### config.mk
export PLATFORM = sky130hd
export DESIGN_NAME = imem_boot_loader_flat
export DESIGN_NICKNAME = d
export VERILOG_FILES = /design/src/rtl/imem_boot_loader_if.sv /design/src/rtl/imem_boot_loader.sv /design/src/flat_wrapper.sv
export SDC_FILE = /design/constraint.sdc
export NUM_CORES = 1
export LEC_CHECK = 0
export CORE_MARGIN = 2
export CORE_UTILIZATION = 47
export CTS_CLUSTER_SIZE = 40
export DETAILED_ROUTE_END_ITERATION = 16
export GPL_ROUTABILITY_DRIVEN = 0
export PLACE_DENSITY = 0.77
export SYNTH_ARGS = -nofsm -noshare
export SYNTH_HDL_FRONTEND = slang
export SYNTH_SLANG_ARGS = --single-unit
export TNS_END_PERCENT = 5
### constraint.sdc
create_clock -name clk_i -period 2.1 [get_ports clk_i]
set_clock_uncertainty 0.2 [all_clocks]
set_input_delay 0.42 -clock clk_i [delete_from_list [all_inputs] [get_ports clk_i]]
set_output_delay 0.42 -clock clk_i [all_outputs]
set_load 0.05 [all_outputs]
### src/rtl/imem_boot_loader_if.sv
// rtl/imem_boot_loader_if.sv - byte-stream handshake into the boot loader
interface imem_boot_loader_if;
    logic [7:0] in_data_i;
    logic       in_valid_i;
    logic       in_ready_o;

    modport master (
        output in_data_i,
        output in_valid_i,
        input  in_ready_o
    );

    modport slave (
        input  in_data_i,
        input  in_valid_i,
        output in_ready_o
    );
endinterface

### src/rtl/imem_boot_loader.sv
// rtl/imem_boot_loader.sv - decodes load frames into imem/dmem writes and gates CPU start
module imem_boot_loader #(
    parameter int IMEM_AW = 8,
    parameter int DMEM_AW = 5
) (
    input  logic               clk_i,
    input  logic               rst_i,
    imem_boot_loader_if.slave  in_s,
    output logic               imem_we_o,
    output logic [IMEM_AW-1:0] imem_addr_o,
    output logic [31:0]        imem_data_o,
    output logic               dmem_we_o,
    output logic [DMEM_AW-1:0] dmem_addr_o,
    output logic [7:0]         dmem_data_o,
    output logic               start_o,
    output logic               err_o,
    output logic [8:0]         words_o
);

    typedef enum logic [2:0] {
        S_IDLE,
        S_ADDR,
        S_CNT,
        S_DATA,
        S_WR,
        S_RUN
    } state_e;

    state_e             state_q, state_d;
    logic               is_imem_q, is_imem_d;
    logic [IMEM_AW-1:0] imem_addr_q, imem_addr_d;
    logic [DMEM_AW-1:0] dmem_addr_q, dmem_addr_d;
    logic [7:0]         cnt_q, cnt_d;
    logic [1:0]         byte_idx_q, byte_idx_d;
    logic [31:0]        word_q, word_d;
    logic [7:0]         dbyte_q, dbyte_d;
    logic               err_q, err_d;
    logic [8:0]         words_q, words_d;
    logic               ready;
    logic               accept;

    assign ready  = (state_q != S_WR);
    assign accept = in_s.in_valid_i && ready;

    always_comb begin
        state_d     = state_q;
        is_imem_d   = is_imem_q;
        imem_addr_d = imem_addr_q;
        dmem_addr_d = dmem_addr_q;
        cnt_d       = cnt_q;
        byte_idx_d  = byte_idx_q;
        word_d      = word_q;
        dbyte_d     = dbyte_q;
        err_d       = err_q;
        words_d     = words_q;

        case (state_q)
            S_IDLE: begin
                if (accept) begin
                    case (in_s.in_data_i)
                        8'h01: begin
                            is_imem_d = 1'b1;
                            state_d   = S_ADDR;
                        end
                        8'h02: begin
                            is_imem_d = 1'b0;
                            state_d   = S_ADDR;
                        end
                        8'h03:   state_d = S_RUN;
                        default: err_d   = 1'b1;
                    endcase
                end
            end
            S_ADDR: begin
                if (accept) begin
                    if (is_imem_q) imem_addr_d = IMEM_AW'(in_s.in_data_i);
                    else           dmem_addr_d = DMEM_AW'(in_s.in_data_i);
                    state_d = S_CNT;
                end
            end
            S_CNT: begin
                if (accept) begin
                    cnt_d      = in_s.in_data_i;
                    byte_idx_d = 2'd0;
                    state_d    = (in_s.in_data_i == 8'd0) ? S_IDLE : S_DATA;
                end
            end
            S_DATA: begin
                if (accept) begin
                    if (is_imem_q) begin
                        // Little-endian assembly: lane 0 is the first byte received
                        word_d[8*byte_idx_q +: 8] = in_s.in_data_i;
                        byte_idx_d = byte_idx_q + 2'd1;
                        if (byte_idx_q == 2'd3) state_d = S_WR;
                    end else begin
                        dbyte_d = in_s.in_data_i;
                        state_d = S_WR;
                    end
                end
            end
            S_WR: begin
                if (is_imem_q) begin
                    imem_addr_d = imem_addr_q + 1'b1;
                    if (words_q != 9'h1FF) words_d = words_q + 9'd1;
                end else begin
                    dmem_addr_d = dmem_addr_q + 1'b1;
                end
                cnt_d      = cnt_q - 8'd1;
                byte_idx_d = 2'd0;
                state_d    = (cnt_q == 8'd1) ? S_IDLE : S_DATA;
            end
            S_RUN:   state_d = S_RUN;
            default: state_d = S_IDLE;
        endcase
    end

    always_ff @(posedge clk_i or negedge rst_i) begin
        if (!rst_i) begin
            state_q     <= S_IDLE;
            is_imem_q   <= 1'b0;
            imem_addr_q <= '0;
            dmem_addr_q <= '0;
            cnt_q       <= '0;
            byte_idx_q  <= '0;
            word_q      <= '0;
            dbyte_q     <= '0;
            err_q       <= 1'b0;
            words_q     <= '0;
        end else begin
            state_q     <= state_d;
            is_imem_q   <= is_imem_d;
            imem_addr_q <= imem_addr_d;
            dmem_addr_q <= dmem_addr_d;
            cnt_q       <= cnt_d;
            byte_idx_q  <= byte_idx_d;
            word_q      <= word_d;
            dbyte_q     <= dbyte_d;
            err_q       <= err_d;
            words_q     <= words_d;
        end
    end

    // Ready is held low while reset is asserted so no byte appears accepted
    assign in_s.in_ready_o = ready && rst_i;
    assign imem_we_o       = (state_q == S_WR) && is_imem_q;
    assign dmem_we_o       = (state_q == S_WR) && !is_imem_q;
    assign imem_addr_o     = imem_addr_q;
    assign imem_data_o     = word_q;
    assign dmem_addr_o     = dmem_addr_q;
    assign dmem_data_o     = dbyte_q;
    assign start_o         = (state_q == S_RUN);
    assign err_o           = err_q;
    assign words_o         = words_q;

endmodule

### src/flat_wrapper.sv
// flat-port wrapper written by rule: the top's interface ports become plain ports
module imem_boot_loader_flat 
#(
    parameter int IMEM_AW = 8,
    parameter int DMEM_AW = 5
)
  (clk_i, rst_i, imem_we_o, imem_addr_o, imem_data_o, dmem_we_o, dmem_addr_o, dmem_data_o, start_o, err_o, words_o, in_s_in_data_i, in_s_in_valid_i, in_s_in_ready_o);
  imem_boot_loader_if in_s_i ();
  input  logic clk_i;
  input  logic rst_i;
  output logic imem_we_o;
  output logic [IMEM_AW-1:0] imem_addr_o;
  output logic [31:0] imem_data_o;
  output logic dmem_we_o;
  output logic [DMEM_AW-1:0] dmem_addr_o;
  output logic [7:0] dmem_data_o;
  output logic start_o;
  output logic err_o;
  output logic [8:0] words_o;
  input wire logic [$bits(in_s_i.in_data_i)-1:0] in_s_in_data_i;
  input wire logic [$bits(in_s_i.in_valid_i)-1:0] in_s_in_valid_i;
  output wire logic [$bits(in_s_i.in_ready_o)-1:0] in_s_in_ready_o;
  assign in_s_i.in_data_i = in_s_in_data_i;
  assign in_s_i.in_valid_i = in_s_in_valid_i;
  assign in_s_in_ready_o = in_s_i.in_ready_o;
  imem_boot_loader #(.IMEM_AW(IMEM_AW), .DMEM_AW(DMEM_AW)) u_core (.clk_i(clk_i), .rst_i(rst_i), .in_s(in_s_i), .imem_we_o(imem_we_o), .imem_addr_o(imem_addr_o), .imem_data_o(imem_data_o), .dmem_we_o(dmem_we_o), .dmem_addr_o(dmem_addr_o), .dmem_data_o(dmem_data_o), .start_o(start_o), .err_o(err_o), .words_o(words_o));
endmodule
# --- Word level (Yosys, flattened, before mapping) ---
# Cells that the tools add are included.
op_classes:
  add_sub_neg: 6
  eq_ne: 23
  shift: 2
  mux: 26
  bitwise: 2
  n_reduce_logical: 23
op_table:
  columns: ["operator", "n"]
  rows:
  - ["5-bit negation with 34-bit output", 1]
  - ["8-bit by 34-bit variable shift with 32-bit output (first input constant)", 1]
  - ["8-bit by 34-bit indexed part select with 32-bit output", 1]
  - ["32-bit bitwise mux", 1]
  - ["8-bit 2-to-1 mux", 4]
  - ["8-bit case mux with 2 select lines", 2]
  - ["3-bit 2-to-1 mux", 6]
  - ["3-bit case mux with 6 select lines", 1]
  - ["8-bit by 1-bit == test with 1-bit output (second input constant)", 2]
  - ["8-bit by 2-bit == test with 1-bit output (second input constant)", 2]
  - ["5-bit 2-to-1 mux", 3]
  - ["3-bit AND reduction", 5]
  - ["2-bit by 1-bit != test with 1-bit output (second input constant)", 7]
  - ["4-bit AND reduction", 3]
  - ["2-bit 2-to-1 mux", 5]
  - ["5-bit case mux with 2 select lines", 1]
  - ["9-bit by 1-bit adder with 9-bit output (second input constant)", 1]
  - ["3-bit != test (second input constant)", 3]
  - ["9-bit != test (second input constant)", 1]
  - ["8-bit by 1-bit adder with 8-bit output (second input constant)", 1]
  - ["8-bit logical NOT", 1]
  - ["8-bit by 1-bit subtractor with 8-bit output (second input constant)", 1]
  - ["3-bit by 2-bit == test with 1-bit output (second input constant)", 2]
  - ["3-bit == test (second input constant)", 2]
  - ["18 further kinds", 25]
word_totals:
  register_bits: 77
  input_bits: 11
  out_inout_bits: 67
  wordCells: 92

# --- Logic depth before layout (Yosys ltp) ---
depth:
  ltp_word: 5
  ltp_mapped: 7
  depth_no_buf: 7

# --- Worst setup path after synthesis ---
# Ideal clock, no wire load.
synth_timing:
  path_kind: "reg-to-output"
  from: "register u_core.state_q[0]"
  to: "output port imem_we_o"
  arrival_time_ns: 1.777
  required_time_ns: 1.480
  slack_ns: -0.297
  stages_incl_launch_ff: 5
  path_buffers: 1
  path_cell_list: "dfrtp_1 or3b_1 buf_2 a21bo_2 nor2_1"
synth_between:
  elab_chain_len: 2
synth_rtl:
  columns: ["item", "line_no", "source"]
  rows:
  - ["start, declared", "imem_boot_loader.sv:29", "state_e state_q, state_d;"]
  - ["start signal, assigned", "imem_boot_loader.sv:130", "state_q <= state_d;"]
  - ["3-bit == test", "imem_boot_loader.sv:145", "assign imem_we_o = (state_q == S_WR) && is_imem_q;"]
  - ["1-bit logical AND", "imem_boot_loader.sv:145", null]
  - ["end, declared", "flat_wrapper.sv:11", "output logic imem_we_o;"]
# Every way passes these cells.

# --- Worst setup path in the final report ---
layout_timing:
  from: "register u_core.state_q[1]"
  to: "output port imem_we_o"
# Same word-level chain as after synthesis.

==> results.txt <==
Result of the run: complete, but fails checks
Violations in the final reports: setup timing
Total area of multi-input combinational cells: 1839 um2
Setup repair after global routing missed its margin: true
Final hold vios: 0
Clock power share: 19.9%
Number of nets in the synthesized netlist: 446
Leading cell type in the layout, fill and taps excluded: sky130_fd_sc_hd__buf_4
Number of antenna violations at the first check in global routing: 0
Final Power: 5.270 mW
Cts bufs inserted: 9
Cells along the critical path: or3b_4 > a21bo_4 > nor2_4 > buf_12
Hold Path Cell Cnt: 2
Total buffers and inverters traversed by the critical path: 1
Fillers: 627
Overall via count from detail_route: 3485
Switching pwr: 2.184 mW
CTS root buffer: sky130_fd_sc_hd__clkbuf_8
Leading area contributor after synthesis: sky130_fd_sc_hd__dfrtp_1
Iteration-0 DRC Markers: 252
Hold endpoint: u_core.imem_data_o[23]
Headroom to the max-slew limit: 64.33%
First-pass iteration count of the detailed router: 4
Hold crit path type: reg2reg
Global-route total usage across every layer: 23.58%
Worst Setup Slack, final: -0.1920 ns
Final wirelength: 10050 um
Hold slack: 0.2893 ns
Via density per instance: 5.437
Fraction of post-synthesis cell area in the top cell type by area: 50.13%
Register area: 1933 um2
Clock tree from TritonCTS: yes
Distinct cells, synth: 51
Number of remaining DRC errors: 0
Switching part of the total power: 41.45%
Most frequently used flop master after synthesis: sky130_fd_sc_hd__dfrtp_1
Initial Util: 49.23%
Crit path capture type: output pin
Maximum fanout encountered on the critical timing path: 3
Area growth syn-to-layout: 35.16%
Power Dens Cells: 1014 nW/um2
Startpoint of the most critical register-to-register path: u_core.state_q[1]
Top library cells by usage in the layout, fill and taps aside: sky130_fd_sc_hd__buf_4, sky130_fd_sc_hd__nand2_1, sky130_fd_sc_hd__dfrtp_1
Share of post-route cells with drive strength above 1: 30.80%
Combinational group share of total power: 43.0%
Int Pwr: 3.085 mW
Die area: 8917 um2
Die span in y: 94.43 um
Share of synthesized registers carrying an async set or reset: 100.0%
Area of the core region: 7807 um2
Cell type group with the largest total delay on the critical path: simple AND/OR/NAND/NOR gates
Remaining global-route overflow: 0
Post-route design area: 5195 um2
Nets@finish: 557
Yosys Warn Count: 0
Num rows: 32
Slack of the worst reg-to-reg path: -0.02 ns
Clock H-tree levels: 3
Highest ir drop seen on vdd: 0.6075 mV
Diode count: 0
Flop and latch count out of synthesis: 77
Quantity of I/O buffers inserted on ports: 77
Minimum period implied by the final worst setup slack: 2.292 ns
Post-route fraction of the period consumed by the critical path: 109.1%
Global-route wire length before repair: 16320 um
Arrival time reported for the critical path endpoint: 1.67 ns
Number of synthesized flops with an enable pin: 0
Sequential group share of total power: 37.1%
Largest stage delay on the critical path: 0.43 ns
Clock transition time at the flip-flop clock pins of the worst setup and hold paths: 0.09 ns
Standard cell with the maximum stage delay on the critical path: sky130_fd_sc_hd__or3b_4
Final setup violation count: 5
Count of nets left with antenna violations after detail routing: 0
Boundary Pins: 78
Skew-Pair Late Insertion Delay: 0.36 ns
CP Class: reg2out
Synthesized netlist cell count: 423
Pins Over Slew Limit: 0
Width of the die: 94.43 um
TritonCTS Sinks: 77
Worst setup slack after placement: -0.1571 ns
Sequential share of the synthesized area: 50.13%
Maximum number of pins on one net before global-route repair: 78
Max-cap check violation count: 0
Required @ worst endpoint: 1.48 ns
Wire per inst: 15.68 um
HP Start: u_core.imem_data_o[23]
Launching element type of the critical path: flop
Most area-consuming cells after synthesis: sky130_fd_sc_hd__dfrtp_1, sky130_fd_sc_hd__nand2_1, sky130_fd_sc_hd__o21ai_0, sky130_fd_sc_hd__ha_1, sky130_fd_sc_hd__a21oi_1
Leak Pwr: 2.339 nW
Max clock buf depth: 2
Number of cell instances on the worst register-to-register path: 5
Number of global-route vias before repair: 3311
Worst Tran Pin Value: 0.5350 ns
Post-synthesis cell area: 3844 um2
Syn_area_per_cell: 9.087 um2
Reg-to-reg critical path endpoint: u_core.words_o[7]
DP Area: 4903 um2
Peak Freq: 436.3 MHz
HPWL after DPL: 6980 um
==> layout make-up <==
| type | count | share of cell area, % |
|---|---|---|
| multi-input combinational | 307 | 35.40 |
| timing repair buffer | 127 | 20.59 |
| clock inverter | 7 | 1.084 |
| clock buffer | 9 | 2.384 |
| sequential | 77 | 37.21 |
| inverter | 12 | 0.8671 |
| tap | 102 | 2.457 |
==> logic make-up (layout without fill, tap and decap cells) <==
group / Yosys count / after routing / share of synthesized area (%)
AND/OR/NAND/NOR: 170 / 170 / 20.96
AO/OA/AOI/OAI: 108 / 108 / 16.54
flip-flops: 77 / 77 / 50.13
buffers and inverters: 39 / 155 / 3.971
adder cells (fa/ha/maj): 12 / 12 / 3.906
multiplexers: 10 / 10 / 2.897
XOR/XNOR: 7 / 7 / 1.595
==> sequential cells by signal (all words and copies together), names as in the netlist <==
register and flops:
u_core.byte_idx_q 2, u_core.cnt_q 8, u_core.dmem_addr_o 5, u_core.dmem_data_o 8, u_core.err_o 1, u_core.imem_addr_o 8
u_core.imem_data_o 32, u_core.is_imem_q 1, u_core.state_q 3, u_core.words_o 9
==> worst max path at each step <==
stage                            to         startpoint  cells after the start  slack [ns]
after CTS                 imem_we_o  u_core.state_q[0]                      4       -0.19
final                     imem_we_o  u_core.state_q[1]                      4       -0.19
after detailed placement  imem_we_o    in_s_in_valid_i                      5       -0.16
after floorplan           imem_we_o  u_core.state_q[0]                      4       -0.07
after global routing      imem_we_o  u_core.state_q[1]                      4       -0.23
after global placement    imem_we_o    in_s_in_valid_i                      5       -0.16
==> Yosys cell counts (2+ instances only) <==
library cell and count:
sky130_fd_sc_hd__nand2_1 91, sky130_fd_sc_hd__dfrtp_1 77, sky130_fd_sc_hd__o21ai_0 56, sky130_fd_sc_hd__a21oi_1 22, sky130_fd_sc_hd__clkbuf_1 21, sky130_fd_sc_hd__nor2_1 19
sky130_fd_sc_hd__nand3_1 14, sky130_fd_sc_hd__ha_1 12, sky130_fd_sc_hd__inv_1 12, sky130_fd_sc_hd__mux2_2 9, sky130_fd_sc_hd__nor3b_1 7, sky130_fd_sc_hd__and3_1 5
sky130_fd_sc_hd__buf_2 5, sky130_fd_sc_hd__nand4_1 5, sky130_fd_sc_hd__nor2b_1 5, sky130_fd_sc_hd__xnor2_1 5, sky130_fd_sc_hd__and2_1 4, sky130_fd_sc_hd__nand2b_1 4
sky130_fd_sc_hd__nor3_1 4, sky130_fd_sc_hd__o32ai_1 4, sky130_fd_sc_hd__a211oi_1 3, sky130_fd_sc_hd__a22o_1 3, sky130_fd_sc_hd__o22ai_1 3, sky130_fd_sc_hd__a22oi_1 2
sky130_fd_sc_hd__nand3b_1 2, sky130_fd_sc_hd__nand4bb_1 2, sky130_fd_sc_hd__nor4_1 2, sky130_fd_sc_hd__xor2_1 2
==> through the flow <==
stage	std cells	utilization (%)	setup TNS [ns]
after floorplan	423	-	-0.2423
after global placement	621	62.80	-0.6583
after detailed placement	621	62.80	-2.501
after CTS	641	66.25	-0.5517
after global routing	641	66.54	-0.8039
final	641	66.54	-0.5333
==> power groups by stage <==
stage               clock (mW)  sequential, mW  combinational, mW
floorplan                    0            2.41              0.946
global placement             0            1.96               2.10
detailed placement           0            1.97               2.16
CTS                       1.06            1.95               2.24
global route              1.12            1.99               2.46
finish                    1.05            1.96               2.26
==> worst reg2reg max path: cells and delay by family, from the launching register on <==
family | cells | cell delay (ns)
buf+inv | 1 | 0.18
flops | 1 | 0.39
xor+xnor | 1 | 0.18
simple gates | 3 | 1.10
==> repair_timing <==
action | 4_1_cts | 5_1_grt
endpoints found under the setup margin | 5 | 10
buffers inserted | 3 | 0
hold buffers | 1 | 0
hold endpoints to repair | 77 | 0
pin swaps | 2 | 2
resized for setup | 11 | 6
==> layer usage <==
| layer | share of wire [%] | vias up | GRT usage [%] |
|---|---|---|---|
| met4 | 1.2 | 0 | 6.763 |
| met3 | 4.5 | 12 | 4.310 |
| met2 | 51 | 77 | 40.36 |
| met5 | 0 | - | 0 |
| met1 | 44 | 1705 | 30.76 |
| li1 | - | 1691 | - |
(Power assumes the default switching activity.)
